`config.mk`:
```
export PLATFORM = sky130hd
export DESIGN_NAME = inst_fetch_unit
export DESIGN_NICKNAME = d
export VERILOG_FILES = /design/src/rtl/cpu_pkg.sv /design/src/rtl/inst_fetch_unit_pc_reg.sv /design/src/rtl/inst_fetch_unit.sv
export SDC_FILE = /design/constraint.sdc
export NUM_CORES = 1
export LEC_CHECK = 0
export BUFFER_PORTS_ARGS = -buffer_cell sky130_fd_sc_hd__clkbuf_2
export CAP_MARGIN = 20
export CORE_UTILIZATION = 35
export DETAILED_ROUTE_END_ITERATION = 8
export GPL_TIMING_DRIVEN = 0
export HOLD_SLACK_MARGIN = 0.03
export PLACE_DENSITY_LB_ADDON = 0.12
export SLEW_MARGIN = 30
export SYNTH_ARGS = -nofsm -noshare
export SYNTH_HDL_FRONTEND = slang
export SYNTH_SLANG_ARGS = --single-unit
```
`constraint.sdc`:
```
create_clock -name clk -period 3.2 [get_ports clk]
set_input_delay 0.64 -clock clk [delete_from_list [all_inputs] [get_ports clk]]
set_output_delay 0.64 -clock clk [all_outputs]
set_load 0.02 [all_outputs]
```
`src/rtl/cpu_pkg.sv`:
```
`default_nettype none
// ============================================================================
//  Module   : cpu_pkg
//  Brief    : Shared widths, opcode field and fetch state encoding for the
//             instruction fetch path.
//  Revision : 1.0 - initial release
// ============================================================================
package cpu_pkg;

   localparam int ADDR_W     = 16;
   localparam int DATA_W     = 32;
   localparam int MEM_DEPTH  = 256;
   localparam int OPCODE_MSB = 31;
   localparam int OPCODE_LSB = 26;

   localparam logic [OPCODE_MSB-OPCODE_LSB:0] HALT_OPCODE = 6'b111111;

   typedef enum logic [0:0] {
      FETCH  = 1'b0,
      HALTED = 1'b1
   } fetch_state_t;

endpackage
`default_nettype wire

```
`src/rtl/inst_fetch_unit_pc_reg.sv`:
```
`default_nettype none
// ============================================================================
//  Module   : pc_reg
//  Brief    : Program counter with increment, wrap mask and redirect mux.
//             The PC is kept inside the memory's address range, so its upper
//             bits are always zero.
//  Revision : 1.0 - initial release
// ============================================================================
module pc_reg #(
   parameter int                ADDR_W    = 16,
   parameter int                MEM_DEPTH = 256,
   parameter logic [ADDR_W-1:0] RESET_PC  = '0
) (
   input  logic              clk,
   input  logic              reset,
   input  logic              redirect_valid,
   input  logic [ADDR_W-1:0] redirect_pc,
   input  logic              advance,
   output logic [ADDR_W-1:0] pc
);

   // MEM_DEPTH is a power of two, so depth-1 is the wrap mask
   localparam logic [ADDR_W-1:0] C_PC_MASK = ADDR_W'(MEM_DEPTH - 1);

   logic [ADDR_W-1:0] r_pc;
   logic [ADDR_W-1:0] w_pc_inc;

   assign w_pc_inc = (r_pc + ADDR_W'(1)) & C_PC_MASK;
   assign pc       = r_pc;

   // PC update: redirect beats sequential advance; otherwise hold
   always_ff @(posedge clk) begin
      if (reset) begin
         r_pc <= RESET_PC & C_PC_MASK;
      end else if (redirect_valid) begin
         r_pc <= redirect_pc & C_PC_MASK;
      end else if (advance) begin
         r_pc <= w_pc_inc;
      end
   end

endmodule
`default_nettype wire

```
`src/rtl/inst_fetch_unit.sv`:
```
`default_nettype none
// ============================================================================
//  Module   : inst_fetch_unit
//  Brief    : Instruction fetch master. Drives the memory address from the PC,
//             captures each word into the IR and hands it to decode over a
//             valid/ready handshake. Supports redirect and stops on HALT.
//  Revision : 1.0 - initial release
// ============================================================================
module inst_fetch_unit #(
   parameter int                ADDR_W      = cpu_pkg::ADDR_W,
   parameter int                DATA_W      = cpu_pkg::DATA_W,
   parameter int                MEM_DEPTH   = cpu_pkg::MEM_DEPTH,
   parameter logic [ADDR_W-1:0] RESET_PC    = '0,
   parameter logic [5:0]        HALT_OPCODE = cpu_pkg::HALT_OPCODE
) (
   input  logic              clk,
   input  logic              reset,
   output logic [ADDR_W-1:0] imem_addr,
   input  logic [DATA_W-1:0] imem_data,
   input  logic              redirect_valid,
   input  logic [ADDR_W-1:0] redirect_pc,
   output logic              ir_valid,
   input  logic              ir_ready,
   output logic [DATA_W-1:0] ir,
   output logic [ADDR_W-1:0] ir_pc,
   output logic              halted,
   output logic [15:0]       fetch_count
);

   import cpu_pkg::*;

   fetch_state_t      r_state;
   fetch_state_t      w_state_next;
   logic [ADDR_W-1:0] w_pc;
   logic [DATA_W-1:0] r_ir;
   logic [ADDR_W-1:0] r_ir_pc;
   logic              r_ir_valid;
   logic [15:0]       r_fetch_count;
   logic              w_accept;
   logic              w_load;
   logic              w_is_halt;
   logic              w_advance;

   assign w_accept  = r_ir_valid & ir_ready;
   assign w_load    = (r_state == FETCH) & (~r_ir_valid | ir_ready) & ~redirect_valid;
   assign w_is_halt = (imem_data[OPCODE_MSB:OPCODE_LSB] == HALT_OPCODE);
   // the HALT word is captured but the PC stays on it
   assign w_advance = w_load & ~w_is_halt;

   pc_reg #(
      .ADDR_W    (ADDR_W),
      .MEM_DEPTH (MEM_DEPTH),
      .RESET_PC  (RESET_PC)
   ) u_pc_reg (
      .clk            (clk),
      .reset          (reset),
      .redirect_valid (redirect_valid),
      .redirect_pc    (redirect_pc),
      .advance        (w_advance),
      .pc             (w_pc)
   );

   // Fetch state register
   always_ff @(posedge clk) begin
      if (reset) begin
         r_state <= FETCH;
      end else begin
         r_state <= w_state_next;
      end
   end

   // Next state: redirect always resumes fetching, a loaded HALT word stops it
   always_comb begin
      w_state_next = r_state;
      if (redirect_valid) begin
         w_state_next = FETCH;
      end else if (w_load && w_is_halt) begin
         w_state_next = HALTED;
      end
   end

   // Instruction register and its valid flag; redirect discards any pending IR
   always_ff @(posedge clk) begin
      if (reset) begin
         r_ir       <= '0;
         r_ir_pc    <= '0;
         r_ir_valid <= 1'b0;
      end else if (redirect_valid) begin
         r_ir_valid <= 1'b0;
      end else if (w_load) begin
         r_ir       <= imem_data;
         r_ir_pc    <= w_pc;
         r_ir_valid <= 1'b1;
      end else if (w_accept) begin
         r_ir_valid <= 1'b0;
      end
   end

   // Delivered-instruction counter; counts handshakes even in a redirect cycle
   always_ff @(posedge clk) begin
      if (reset) begin
         r_fetch_count <= '0;
      end else if (w_accept) begin
         r_fetch_count <= r_fetch_count + 16'd1;
      end
   end

   assign imem_addr   = w_pc;
   assign ir          = r_ir;
   assign ir_pc       = r_ir_pc;
   assign ir_valid    = r_ir_valid;
   assign halted      = (r_state == HALTED);
   assign fetch_count = r_fetch_count;

endmodule
`default_nettype wire

```
==> results of run 1 <==
cell usage after synthesis, drive strengths merged:
| master | instances | area share [%] |
|---|---|---|
| and4 | 6 | 2.0 |
| or4 | 3 | 0.83 |
| nor3 | 4 | 0.74 |
| and2 | 1 | 0.23 |
| nand4 | 7 | 1.6 |
| clkbuf | 20 | 2.8 |
| buf | 17 | 4.6 |
| conb | 1 | 0.14 |
| xnor2 | 3 | 0.97 |
| xor2 | 9 | 2.9 |
| a31oi | 1 | 0.23 |
| nand2 | 89 | 12 |
| or2b | 1 | 0.28 |
| a311o | 1 | 0.74 |
| o21ai | 6 | 1.1 |
| a21oi | 46 | 8.5 |
| inv | 4 | 0.55 |
| o311ai | 1 | 0.32 |
| nand3 | 7 | 1.3 |
| o31ai | 2 | 0.55 |
| or3 | 7 | 1.6 |
| a311oi | 5 | 1.6 |
| nor2 | 16 | 2.2 |
| a211oi | 3 | 0.83 |
| and3 | 3 | 0.74 |
| a2111oi | 2 | 0.64 |
| nor2b | 1 | 0.23 |
| dfxtp | 66 | 49 |
| ha | 2 | 0.92 |
report_power, final:
group | internal (W) | total (W) | switching, W
Combinational | 0.0000899 | 0.000246 | 0.000156
Clock | 0.000478 | 0.000780 | 0.000302
Sequential | 0.000859 | 0.000887 | 0.0000280
per-stage QoR:
| step | area, um2 | std cells |
|---|---|---|
| after global routing | 3660 | 572 |
| after global placement | 3440 | 557 |
| after floorplan | 2770 | 349 |
| final | 3660 | 572 |
| after detailed placement | 3440 | 557 |
| after CTS | 3660 | 572 |
final timing paths:
path / startpoint / endpoint
worst max-delay path: ir_valid / ir_pc[2]
worst min-delay path: ir_pc[7] / ir_pc[7]
worst max register to register: ir_valid / ir_pc[2]
worst min register to register: ir_pc[7] / ir_pc[7]
layer usage:
metal	GRT usage (%)	vias up	wire, um
li1	-	1376	-
met1	21.9	1140	3100
met2	26.3	83	2970
met3	7.53	8	572
met4	6.85	0	92
met5	0	-	0
critical path, cell delays in order (launching register included):
cell and delay, ps:
dfxtp_1 440, nor2b_1 340, or3_1 150, clkbuf_1 230
clkbuf_1 420, nand2_1 110, a21oi_1 140
layout make-up:
class,instances,area share [%]
Clock inverter,2,1.64
Clock buffer,13,4.34
Sequential cell,66,36.1
Tap cell,99,3.38
Buffer,37,5.43
Inverter,4,0.410
Timing Repair Buffer,109,14.9
Multi-Input combinational cell,242,33.8
cell families after synthesis:
| group | count (synthesis) | synth area share [%] |
|---|---|---|
| buffers and inverters | 41 | 7.87 |
| adders and majority gates | 2 | 0.921 |
| xor gates and xnor gates | 12 | 3.87 |
| other | 1 | 0.138 |
| and+or+nand+nor | 145 | 24.1 |
| DFF | 66 | 48.6 |
| AOI/OAI and AO/OA | 67 | 14.5 |
==> results by group, run 1 <==
Min path
  • Hold path depth: 2
  • Hold WC Path Type: flip-flop to flip-flop

Finish
  • Commonest cells after routing, fill and taps aside: clkbuf_2 (109), nand2_1 (89), dfxtp_1 (66), a21oi_1 (46), clkbuf_1 (22)
  • Antenna cells: 0
  • Multi-input logic area: roughly 1200 um2
  • Layout area overhead: 34.8%
  • Final layout net count: around 520
  • Layout cells sized above 1: about 30%
  • Max reg flops: 32
  • FF/Latch Area: roughly 1300 um2
  • Commonest non-fill, non-tap cell in the layout: clkbuf_2
  • Final Core Density: 49.7%
  • Fillers: roughly 770

STA
  • Final setup margin: between 1000 and 1500 ps
  • Worst Skew: 7.17 ps
  • Max-slew violation count: 0
  • Final setup vio count: 0
  • Least-Margin Pin Slew: between 500 and 600 ps
  • Max frequency: 522 MHz
  • Worst slew margin: 61.7%
  • Post-route setup TNS: 0 ps
  • Final hold violation count: 0
  • Tcrit/Tclk final: between 50 and 60%
  • Minimum clock period: between 1500 and 2000 ps
  • RSZ-0062 raised after global routing: false
  • Hold_ws: 456 ps

Worst setup path
  • Worst EP required: ~3500 ps
  • Worst-path maximum fanout: 10
  • Crit start category: flip-flop
  • R2R cell count: 6
  • FF-to-FF setup slack: ~1300 ps
  • Crit path capture type: flip-flop
  • Critical path type: flip-flop to flip-flop
  • Worst EP arrival: around 2200 ps

Global route
  • First-pass GRT wire length: ~11000 um
  • Largest net degree at the start of global routing: 11
  • GRT Overall Usage: between 10% and 20%
  • Number of global-route vias before repair: around 2400
  • Initial antenna violation count: 0
  • Grt ovf: 0

Power and ir drop
  • Max VDD drop: 0.258 mV
  • Pwr Total: ~0.0019 W
  • Pwr Density: 522 nW/um2
  • Leak pwr: between 1.5 and 2 nW

CTS
  • Post-CTS resize count: 0
  • CTS Root Cell: clkbuf_8
  • Hold_buf cts: 0
  • CTS buffer count: 9
  • Setup Fix Bufs, Post-CTS: 0
  • Clock transition at path regs: roughly 70 ps
  • TritonCTS clock tree: built
  • Worst-skew pair later-pin latency: around 340 ps
  • Clk sink count: 66
  • CTS max path bufs: 2
  • H-Tree Level Count: 3

Die
  • Std-Cell Rows: 31
  • Die width: 90.1 um
  • Die footprint: between 8000 and 9000 um2
  • CORE AREA: approximately 7400 um2
  • Starting Density: 36.9%
  • I/O pin total: approximately 130
  • Die height: 90.1 um

Detailed routing
  • Routed wire length: 6730 um
  • DR WL/cell: between 10 and 15 um
  • Antenna-violating nets left: 0
  • Vias per inst: roughly 4.6
  • DRT iter0 DRCs: 102
  • Residual DRC: 0
  • First drt pass iteration count: 4
  • Via Count: about 2600

Synthesis
  • Syn Inst Count: about 330
  • Synth Register Bits: 66
  • Syn Area/Cell: 8.14 um2
  • Yosys cell types: 32
  • Syn Std Cell Area: roughly 2700 um2
  • Sequential area share after synthesis: approximately half
  • Yosys warns: 0

Place
  • Hpwl dp: 4950 um
  • Port-buffer cells: about 110
  • Final Wtd Congestion: approximately 0.75
  • Pre-CTS WS: 966 ps

Job
  • Max-cap violation count: 0

Status
  • Outcome: finished clean
(Power assumes the default switching activity.)
==> inputs of run 2 (changes only) <==
- clock period: 3.2 -> 1.85 ns (I/O delays scaled with it)
==> run 2 against run 1 <==
Net effect:
- critical path depth is 2 lower
- final cell count is 0.52% lower
- global-route usage hardly changed
- setup slack worse by 1200 ps
- critical path type unchanged
- highest routed layer unchanged
==> results by group, run 2 (same netlist as run 1, synthesis figures left out) <==
Power and ir drop
  • Leak pwr: 1.67 nW (+0.60%)
  • Switch Pwr: 0.000840 W (+73%)
  • Power share of the sequential group: 46.3% (about the same)
  • Max VDD drop: 0.450 mV (+74%)
  • Clock Power Share: 40.7% (about the same)
  • Int Pwr: 0.00247 W (+73%)
  • Pwr Total: 0.00331 W (+73%)
  • Pwr Density: 902 nW/um2 (+73%)
  • Sw Ratio: 25.4% (about the same)
  • Combinational fraction of design power: 12.9% (about the same)

Global route
  • Number of global-route vias before repair: 2417 (unchanged)
  • Grt ovf: 0 (unchanged)
  • Largest net degree at the start of global routing: 11 (unchanged)
  • GRT Overall Usage: 17.5% (+0.018 points)
  • Initial antenna violation count: 0 (unchanged)
  • First-pass GRT wire length: 11400 um (about the same)

Finish
  • Multi-input logic area: 1250 um2 (+1.0%)
  • Antenna cells: 0 (unchanged)
  • Final layout net count: 520 (-0.57%)
  • Layout area overhead: 35.0%
  • Layout cells sized above 1: 31.5% (+1.7 points)
  • Post-Layout Cell Count: 569 (-0.52%)
  • Commonest cells after routing, fill and taps aside: clkbuf_2 (113), nand2_1 (89), dfxtp_1 (65), a21oi_1 (46)
  • Fillers: 767 (-0.26%)
  • FF/Latch Area: 1320 um2 (about the same)
  • Max reg flops: 32 (unchanged)
  • Commonest non-fill, non-tap cell in the layout: clkbuf_2

CTS
  • Hold_buf cts: 0 (unchanged)
  • Setup Fix Bufs, Post-CTS: 0 (unchanged)
  • CTS buffer count: 9 (unchanged)
  • Worst-skew pair later-pin latency: 340 ps (about the same)
  • CTS max path bufs: 2 (unchanged)
  • TritonCTS clock tree: built
  • H-Tree Level Count: 3 (unchanged)
  • CTS Root Cell: clkbuf_8
  • Clk sink count: 66 (unchanged)
  • Clock transition at path regs: 70 ps (about the same)

STA
  • Final setup vio count: 0 (unchanged)
  • Worst slew margin: 64.0% (+2.3 points)
  • Max-slew violation count: 0 (unchanged)
  • RSZ-0062 raised after global routing: false
  • Tcrit/Tclk final: 96.2% (+36 points)
  • Worst Skew: 6.84 ps (-0.330 ps)
  • Least-Margin Pin Slew: 541 ps (-30.8 ps)
  • Final hold violation count: 0 (unchanged)
  • Minimum clock period: 1780 ps (-135 ps)
  • Max frequency: 562 MHz (+7.6%)

Detailed routing
  • Routed wire length: 6740 um (about the same)
  • Vias per inst: 4.58 (+0.53%)
  • Antenna-violating nets left: 0 (unchanged)
  • Residual DRC: 0 (unchanged)
  • Via Count: 2607 (unchanged)
  • DR WL/cell: 11.8 um (+0.62%)
  • First drt pass iteration count: 4 (unchanged)
  • DRT iter0 DRCs: 69 (-32%)

Die
  • Std-Cell Rows: 31 (unchanged)
  • I/O pin total: 134 (unchanged)
  • Starting Density: 36.9% (unchanged)
  • Die height: 90.1 um (unchanged)
  • Die width: 90.1 um (unchanged)
  • Die footprint: 8120 um2 (unchanged)
  • CORE AREA: 7370 um2 (unchanged)

Min path
  • Hold WC Path Type: input port to flip-flop

Place
  • Final Wtd Congestion: 0.750 (unchanged)
  • Placed insts: 557 (unchanged)
  • Hpwl dp: 4950 um (unchanged)
  • Port-buffer cells: 109 (unchanged)

Job
  • Max-cap violation count: 0 (unchanged)

Worst setup path
  • Worst EP required: 2100 ps (-1360 ps)
  • Worst EP arrival: 2030 ps (-150 ps)
  • Crit path capture type: flip-flop
  • Worst-path maximum fanout: 9 (-1)
  • Crit start category: flip-flop
  • Critical path type: flip-flop to flip-flop

Status
  • Outcome: finished clean
-- run 2: cell types whose count changed in the layout (fill, tap and decap cells not counted) --
cell	change
clkbuf_1	-7
clkbuf_2	+4
a311oi_1	-2
a311oi_2	+2
dfxtp_1	-1
dfxtp_2	+1
-- run 2: worst paths after layout --
kind / start / to / slack [ps] / cells past startpoint
setup / recovery: ir_valid / u_pc_reg.pc[7] / 70 / 4
hold / removal: reset / u_pc_reg.pc[1] / 230 / 2
setup reg to reg: ir_valid / u_pc_reg.pc[7] / 70 / 4
hold reg to reg: ir_pc[7] / ir_pc[7] / 450 / 2
-- run 2: power by group through the flow --
stage                     sequential, W  combinational (W)  clock, W
after global placement          0.00156           0.000425         0
after detailed placement        0.00157           0.000429         0
final                           0.00153           0.000428   0.00135
after global routing            0.00154           0.000474   0.00146
after floorplan                 0.00164           0.000195         0
after CTS                       0.00153           0.000431   0.00139
-- run 2: layer usage --
metal	vias up	global-route usage, %	wire [um]
met2	83	26.3	2970
met1	1146	22.0	3130
met5	-	0	0
met3	10	7.53	545
li1	1368	-	-
met4	0	6.85	102
-- run 2: through the flow --
stage                     instance area, um2  setup slack (ps)  setup TNS [ps]  util [%]  hold slack [ps]
final                                   3670              70.5               0      49.8              228
after global routing                    3670              3.45               0      49.8              221
after CTS                               3670              36.1               0      49.8              213
after detailed placement                3440              -114           -1550      46.7              447
after global placement                  3440             -81.1            -884      46.7              442
after floorplan                         2770              56.0               0         -              462
-- run 2: area by class of cell --
| cell class | count | share of cell area, % |
|---|---|---|
| Buffer | 34 | 5.25 |
| Clock buffer | 13 | 4.33 |
| Clock inverter | 2 | 1.64 |
| Inverter | 4 | 0.409 |
| Multi-Input combinational cell | 242 | 34.1 |
| Sequential cell | 66 | 36.0 |
| Tap cell | 99 | 3.38 |
| Timing Repair Buffer | 109 | 14.9 |
-- run 2: worst max-delay path, stage by stage, from the launching register on --
cell and delay, ps:
dfxtp_2 350, nor2b_1 190, a311o_4 380, or4_1 540, a311oi_2 240
-- run 2: timing repair --
item | 4_1_cts | 5_1_grt
setup endpoints to repair | 29 | 7
gates resized for setup | 5 | 2
pin swaps | 0 | 2
